<file path="config.mk">
export PLATFORM = sky130hd
export DESIGN_NAME = branch_resolver_flat
export DESIGN_NICKNAME = d
export VERILOG_FILES = /design/src/rtl/branch_resolver_pkg.sv /design/src/rtl/branch_resolver_if.sv /design/src/rtl/branch_tag_pipe.sv /design/src/rtl/branch_resolver.sv /design/src/flat_wrapper.sv
export SDC_FILE = /design/constraint.sdc
export NUM_CORES = 1
export LEC_CHECK = 0
export BUFFER_PORTS_ARGS = -buffer_cell sky130_fd_sc_hd__buf_2
export CORE_MARGIN = 5
export CORE_UTILIZATION = 56
export CTS_CLUSTER_SIZE = 25
export DETAILED_ROUTE_END_ITERATION = 16
export GPL_ROUTABILITY_DRIVEN = 0
export PLACE_DENSITY = 0.8
export SKIP_LAST_GASP = 1
export SYNTH_ARGS = -nofsm -noshare
export SYNTH_HDL_FRONTEND = slang
export SYNTH_SLANG_ARGS = --single-unit
</file>
<file path="constraint.sdc">
create_clock -name clk -period 10.4 [get_ports clk]
set_input_delay 2.08 -clock clk [delete_from_list [all_inputs] [get_ports clk]]
set_output_delay 2.08 -clock clk [all_outputs]
set_load 0.01 [all_outputs]
</file>
<file path="src/rtl/branch_resolver_pkg.sv">
// Shared types for the branch resolver: FSM encoding, pipe slot layout and PC helpers.
package branch_resolver_pkg;

    typedef enum logic {
        S_RUN   = 1'b0,
        S_FLUSH = 1'b1
    } state_t;

    localparam logic [31:0] PC_INC = 32'd4;

    typedef struct packed {
        logic        valid;
        logic        pred;
        logic [31:0] pc;
        logic [31:0] target;
    } slot_t;

    // Fetch address for a branch that turned out not taken.
    function automatic logic [31:0] fallthrough_pc(input logic [31:0] pc);
        return pc + PC_INC;
    endfunction

endpackage

</file>
<file path="src/rtl/branch_resolver_if.sv">
// Decode/MEM side of the branch-prediction link plus the flush/training outputs.
interface branch_resolver_if;

    logic        stall;
    logic        decode_branch;
    logic        decode_prediction;
    logic [31:0] decode_pc;
    logic [31:0] decode_target;
    logic        mem_taken;

    logic        flush;
    logic [31:0] redirect_pc;
    logic        update_valid;
    logic        update_taken;

    modport master (
        output stall, decode_branch, decode_prediction, decode_pc, decode_target, mem_taken,
        input  flush, redirect_pc, update_valid, update_taken
    );

    modport slave (
        input  stall, decode_branch, decode_prediction, decode_pc, decode_target, mem_taken,
        output flush, redirect_pc, update_valid, update_taken
    );

endinterface

</file>
<file path="src/rtl/branch_tag_pipe.sv">
// Shift register carrying captured branch predictions from decode to the MEM compare slot.
module branch_tag_pipe
    import branch_resolver_pkg::*;
#(
    parameter int PIPE_DEPTH = 2
) (
    input  logic  clk,
    input  logic  reset,
    input  logic  advance,
    input  logic  kill,
    input  slot_t slot_in,
    output slot_t slot_out
);

    slot_t slots [PIPE_DEPTH];

    // Kill only drops valid bits; stale payload is harmless once invalid.
    always_ff @(posedge clk or posedge reset) begin
        if (reset) begin
            for (int k = 0; k < PIPE_DEPTH; k++) begin
                slots[k] <= '0;
            end
        end else if (kill) begin
            for (int k = 0; k < PIPE_DEPTH; k++) begin
                slots[k].valid <= 1'b0;
            end
        end else if (advance) begin
            slots[0] <= slot_in;
            for (int k = 1; k < PIPE_DEPTH; k++) begin
                slots[k] <= slots[k-1];
            end
        end
    end

    assign slot_out = slots[PIPE_DEPTH-1];

endmodule

</file>
<file path="src/rtl/branch_resolver.sv">
// Resolves carried predictions against the MEM-stage decision, drives flush/redirect,
// predictor training and performance counters.
module branch_resolver
    import branch_resolver_pkg::*;
#(
    parameter int PIPE_DEPTH = 2,
    parameter int FLUSH_LEN  = 2,
    parameter int CNT_W      = 32
) (
    input  logic             clk,
    input  logic             reset,
    branch_resolver_if.slave bus,
    output logic [CNT_W-1:0] branch_count,
    output logic [CNT_W-1:0] mispredict_count
);

    localparam int FCW = (FLUSH_LEN > 1) ? $clog2(FLUSH_LEN) : 1;

    state_t      state_q, state_d;
    logic [FCW-1:0] cnt_q, cnt_d;

    slot_t       cap_slot;
    slot_t       res_slot;
    logic        advance;
    logic        resolve;
    logic        mispredict;

    logic        update_valid_q;
    logic        update_taken_q;
    logic [31:0] redirect_pc_q;

    always_comb begin
        cap_slot.valid  = bus.decode_branch & (state_q == S_RUN);
        cap_slot.pred   = bus.decode_prediction;
        cap_slot.pc     = bus.decode_pc;
        cap_slot.target = bus.decode_target;
    end

    assign advance    = ~bus.stall;
    assign resolve    = res_slot.valid & advance;
    assign mispredict = resolve & (res_slot.pred != bus.mem_taken);

    // A mispredict kills everything younger, including a branch entering decode on that edge.
    branch_tag_pipe #(
        .PIPE_DEPTH (PIPE_DEPTH)
    ) u_pipe (
        .clk      (clk),
        .reset    (reset),
        .advance  (advance),
        .kill     (mispredict),
        .slot_in  (cap_slot),
        .slot_out (res_slot)
    );

    always_ff @(posedge clk or posedge reset) begin
        if (reset) begin
            state_q <= S_RUN;
            cnt_q   <= '0;
        end else begin
            state_q <= state_d;
            cnt_q   <= cnt_d;
        end
    end

    // The squash window counts down regardless of stall.
    always_comb begin
        state_d = state_q;
        cnt_d   = cnt_q;
        case (state_q)
            S_RUN: begin
                if (mispredict) begin
                    state_d = S_FLUSH;
                    cnt_d   = FCW'(FLUSH_LEN - 1);
                end
            end
            S_FLUSH: begin
                if (cnt_q == '0) begin
                    state_d = S_RUN;
                end else begin
                    cnt_d = cnt_q - FCW'(1);
                end
            end
            default: begin
                state_d = S_RUN;
                cnt_d   = '0;
            end
        endcase
    end

    always_ff @(posedge clk or posedge reset) begin
        if (reset) begin
            update_valid_q   <= 1'b0;
            update_taken_q   <= 1'b0;
            redirect_pc_q    <= '0;
            branch_count     <= '0;
            mispredict_count <= '0;
        end else begin
            update_valid_q <= resolve;
            if (resolve) begin
                update_taken_q <= bus.mem_taken;
                branch_count   <= branch_count + CNT_W'(1);
            end
            if (mispredict) begin
                mispredict_count <= mispredict_count + CNT_W'(1);
                redirect_pc_q    <= bus.mem_taken ? res_slot.target : fallthrough_pc(res_slot.pc);
            end
        end
    end

    assign bus.flush        = (state_q == S_FLUSH);
    assign bus.redirect_pc  = redirect_pc_q;
    assign bus.update_valid = update_valid_q;
    assign bus.update_taken = update_taken_q;

endmodule
</file>
<file path="src/flat_wrapper.sv">
// flat-port wrapper written by rule: the top's interface ports become plain ports
module branch_resolver_flat import branch_resolver_pkg::*;
#(
    parameter int PIPE_DEPTH = 2,
    parameter int FLUSH_LEN  = 2,
    parameter int CNT_W      = 32
)
  (clk, reset, branch_count, mispredict_count, bus_stall, bus_decode_branch, bus_decode_prediction, bus_decode_pc, bus_decode_target, bus_mem_taken, bus_flush, bus_redirect_pc, bus_update_valid, bus_update_taken);
  branch_resolver_if bus_i ();
  input  logic clk;
  input  logic reset;
  output logic [CNT_W-1:0] branch_count;
  output logic [CNT_W-1:0] mispredict_count;
  input wire logic [$bits(bus_i.stall)-1:0] bus_stall;
  input wire logic [$bits(bus_i.decode_branch)-1:0] bus_decode_branch;
  input wire logic [$bits(bus_i.decode_prediction)-1:0] bus_decode_prediction;
  input wire logic [$bits(bus_i.decode_pc)-1:0] bus_decode_pc;
  input wire logic [$bits(bus_i.decode_target)-1:0] bus_decode_target;
  input wire logic [$bits(bus_i.mem_taken)-1:0] bus_mem_taken;
  output wire logic [$bits(bus_i.flush)-1:0] bus_flush;
  output wire logic [$bits(bus_i.redirect_pc)-1:0] bus_redirect_pc;
  output wire logic [$bits(bus_i.update_valid)-1:0] bus_update_valid;
  output wire logic [$bits(bus_i.update_taken)-1:0] bus_update_taken;
  assign bus_i.stall = bus_stall;
  assign bus_i.decode_branch = bus_decode_branch;
  assign bus_i.decode_prediction = bus_decode_prediction;
  assign bus_i.decode_pc = bus_decode_pc;
  assign bus_i.decode_target = bus_decode_target;
  assign bus_i.mem_taken = bus_mem_taken;
  assign bus_flush = bus_i.flush;
  assign bus_redirect_pc = bus_i.redirect_pc;
  assign bus_update_valid = bus_i.update_valid;
  assign bus_update_taken = bus_i.update_taken;
  branch_resolver #(.PIPE_DEPTH(PIPE_DEPTH), .FLUSH_LEN(FLUSH_LEN), .CNT_W(CNT_W)) u_core (.clk(clk), .reset(reset), .bus(bus_i), .branch_count(branch_count), .mispredict_count(mispredict_count));
endmodule
</file>
==> flow_summary.toml <==
[worst_setup_path]
crit_chain = "buf_2, buf_4, xor2_1, and2_1, nor2_4, buf_4, buf_4, mux2_2"
path_max_fanout = 83
cpLargestDelayFamily = "buffers and inverters"
r2r_start = "u_core.u_pipe.slot_out[65]"
endpoint = "u_core.u_pipe.slots[109]"
crit_buf_inv = 4
timing.critical_path.mode_cell = "buf_4"
worstSetupStartpoint = "bus_mem_taken"
critPathRequiredTime_ns = 10.78
cp-end-kind = "flop"
r2r_slack_ns = 7.44
slowest_delay_ns = 0.84
cp.depth = 8
reg2reg_depth = 6
cp_slowest_cell = "buf_4"
r2r_end = "u_core.u_pipe.slots[109]"
worstSetupPathType = "in2reg"
cp.arrival_ns = 4.94
crit_path_start_kind = "input pin"

[power_and_ir_drop]
p_leak_nw = 5.40
finalPower_mw = 2.50
ir_worst_vdd_mv = 0.163
power_density_nw_per_um2 = 215

[synthesis]
synthCells = 787
syn_nets = 860
synth_area_leaders = "dfrtp_1, mux2_2, xnor2_1, nand2_1, xor2_1"
synth_warnings = 0
synthFlopType = "dfrtp_1"
syn_area_per_cell_um2 = 12.5
synth_top_area_share_pct = 59.0
synth_area_um2 = 9840
ys_async_sr_fraction_pct = 100
synthDistinctLibCells = 48
synth_edf_count = 0
yosysSeqAreaShare_pct = 59.0
synth-seq-cells = 232
yosys.area.top_type = "dfrtp_1"

[detailed_routing]
drtIter0Drc = 324
routed_wl_um = 20700
avgViaCountPerCell = 5.54
dr.pass1.iters = 5
avgRoutedWirePerCell_um = 17.4
antenna_left = 0
route.detailed.drc = 0
vias = 6602

[global_routing]
grt_max_degree = 97
antenna_found_initial = 1
grt_overflow = 0
grt_usage_pct = 20.6
grt_pass1_vias = 6715
grt_pass1_wl_um = 34300

[placement]
port_buffers = 168
place_area_um2 = 10900
hpwl_um = 14500
placed_cells = 1152

[run_status]
status = "finished, final reports clean"

[timing]
setup_viol = 0
period_minus_slack_ns = 4.56
period_share_pct = 43.9
tightest_slew_ns = 0.984
clock_skew_ns = 0.0100
fmax_mhz = 219
hold_viol = 0
maxSlewHeadroom_pct = 34.4
worst_hold_slack_ns = 0.475
rsz0062_at_grt = "no"
drv_slew = 0
tns_ns = 0

[floorplan]
die_w_um = 143
num_rows = 48
boundaryPins = 169
start_util_pct = 56.9
core_um2 = 17300
die_h_um = 143
die_area_um2 = 20300

[cts]
cts_sinks = 232
clk_transition_reported_paths_ns = 0.06
clk_latency_ns = 0.50
post_cts_resized = 0
cts_buffers = 24
cts-root-buf = "clkbuf_16"
cts.htree.levels = 1
postCtsSetupRepairBufs = 0
cts_tree = "done"
clock_path_buffers = 3
ctsHoldBuffers = 0

[finish]
area_delta_synth_final_pct = 18.0
antenna_cells = 0
stdcell_count = 1192
final_net_count = 1026
drive_above_1_share_pct = 36.2
design_area_um2 = 11600

[min_path]
hold_path.class = "reg2reg"

[flow_run]
max_cap_viol_count = 0
## flip-flops by register name, summed over array words and instances, names as in the netlist
| name | flops |
|---|---|
| u_core.bus.update_valid | 1 |
| u_core.bus.update_taken | 1 |
| u_core.bus.flush | 1 |
| u_core.u_pipe.slots | 66 |
| u_core.bus.redirect_pc | 32 |
| u_core.branch_count | 32 |
| u_core.mispredict_count | 32 |
| u_core.u_pipe.slot_out | 66 |
| u_core.cnt_q | 1 |
## where the power goes
group | internal [mW] | total [mW] | switching, mW
clock network | 0.482 | 0.809 | 0.327
registers | 1.08 | 1.23 | 0.143
logic | 0.227 | 0.464 | 0.237
total | 1.79 | 2.50 | 0.706
## layout make-up
| class | count | area, um^2 |
|---|---|---|
| sequential | 232 | 5810 |
| fill | 1289 | 5680 |
| multi-input combinational | 512 | 3850 |
| timing repair buffer | 176 | 901 |
| clock buffer | 34 | 689 |
| tap | 225 | 282 |
| clock inverter | 6 | 55.1 |
| inverter | 7 | 33.8 |
## cell usage in the layout, fill, tap and decap left out, drive strengths merged, types with 2 or more instances in the layout
cell,n
xnor2,63
xor2,22
nand2,58
and2,3
buf,176
o211ai,3
ha,3
mux2i,3
dfrtp,232
clkinv,5
o31a,2
and3,27
nor3,14
nand3,34
nor2,32
o21ai,29
clkbuf,34
o31ai,5
nand4,31
o22ai,10
nand2b,5
inv,7
a21oi,18
or4,2
mux2,128
nor4,8
## logic make-up after synthesis
kind of cell,synth area share [%]
buf+inv,1.96
simple gates,11.8
flops,59.0
compound gates,4.35
mux,15.0
fa+ha+maj,0.381
xor+xnor,7.56
## layer usage
| layer | vias to the layer above | global-route usage, % | wire [um] |
|---|---|---|---|
| li1 | 3104 | - | - |
| met1 | 3263 | 29.6 | 9250 |
| met2 | 192 | 32.3 | 9450 |
| met3 | 41 | 4.33 | 1540 |
| met4 | 2 | 5.80 | 495 |
| met5 | - | 0 | 13 |
## cells in the mapped netlist (2+ instances only)
| library cell | instances |
|---|---|
| clkbuf_1 | 12 |
| xor2_1 | 22 |
| o22ai_1 | 8 |
| a21oi_1 | 18 |
| dfrtp_1 | 232 |
| mux2_2 | 128 |
| o21ai_0 | 28 |
| o31ai_1 | 5 |
| and2_1 | 3 |
| nor2_1 | 31 |
| nor4_2 | 2 |
| ha_1 | 3 |
| nor3_1 | 13 |
| and3_1 | 27 |
| buf_2 | 19 |
| o211ai_1 | 3 |
| buf_1 | 4 |
| nand2_1 | 58 |
| nor4_1 | 5 |
| o31a_1 | 2 |
| mux2i_1 | 3 |
| inv_1 | 7 |
| o22ai_2 | 2 |
| xnor2_1 | 63 |
| nand3_1 | 33 |
| nand4_1 | 30 |
| nand2b_1 | 5 |
## worst min-delay path: cells and delay by family (launching register included)
family	cells	cell delay (ns)
flip-flops	1	0.33
AO/OA/AOI/OAI	1	0.06
AND/OR/NAND/NOR	1	0.05
## worst min-delay path by stage
stage                                    from                    endpoint  cells past startpoint
detailed placement  u_core.bus.redirect_pc[0]   u_core.bus.redirect_pc[0]                      2
global placement      u_core.branch_count[31]     u_core.branch_count[31]                      1
CTS                 u_core.bus.redirect_pc[0]   u_core.bus.redirect_pc[0]                      2
finish              u_core.bus.redirect_pc[0]   u_core.bus.redirect_pc[0]                      2
floorplan            u_core.u_pipe.slots[104]  u_core.u_pipe.slot_out[38]                      2
global route          u_core.branch_count[31]     u_core.branch_count[31]                      1
## stage by stage
| stage | setup WS [ns] | util (%) |
|---|---|---|
| detailed placement | 5.33 | 62.8 |
| CTS | 5.86 | 67.2 |
| global route | 5.65 | 67.2 |
| floorplan | 1.96 | - |
| global placement | 5.35 | 62.8 |
| finish | 5.84 | 67.2 |
No activity file was read; power rests on OpenSTA's default activity.
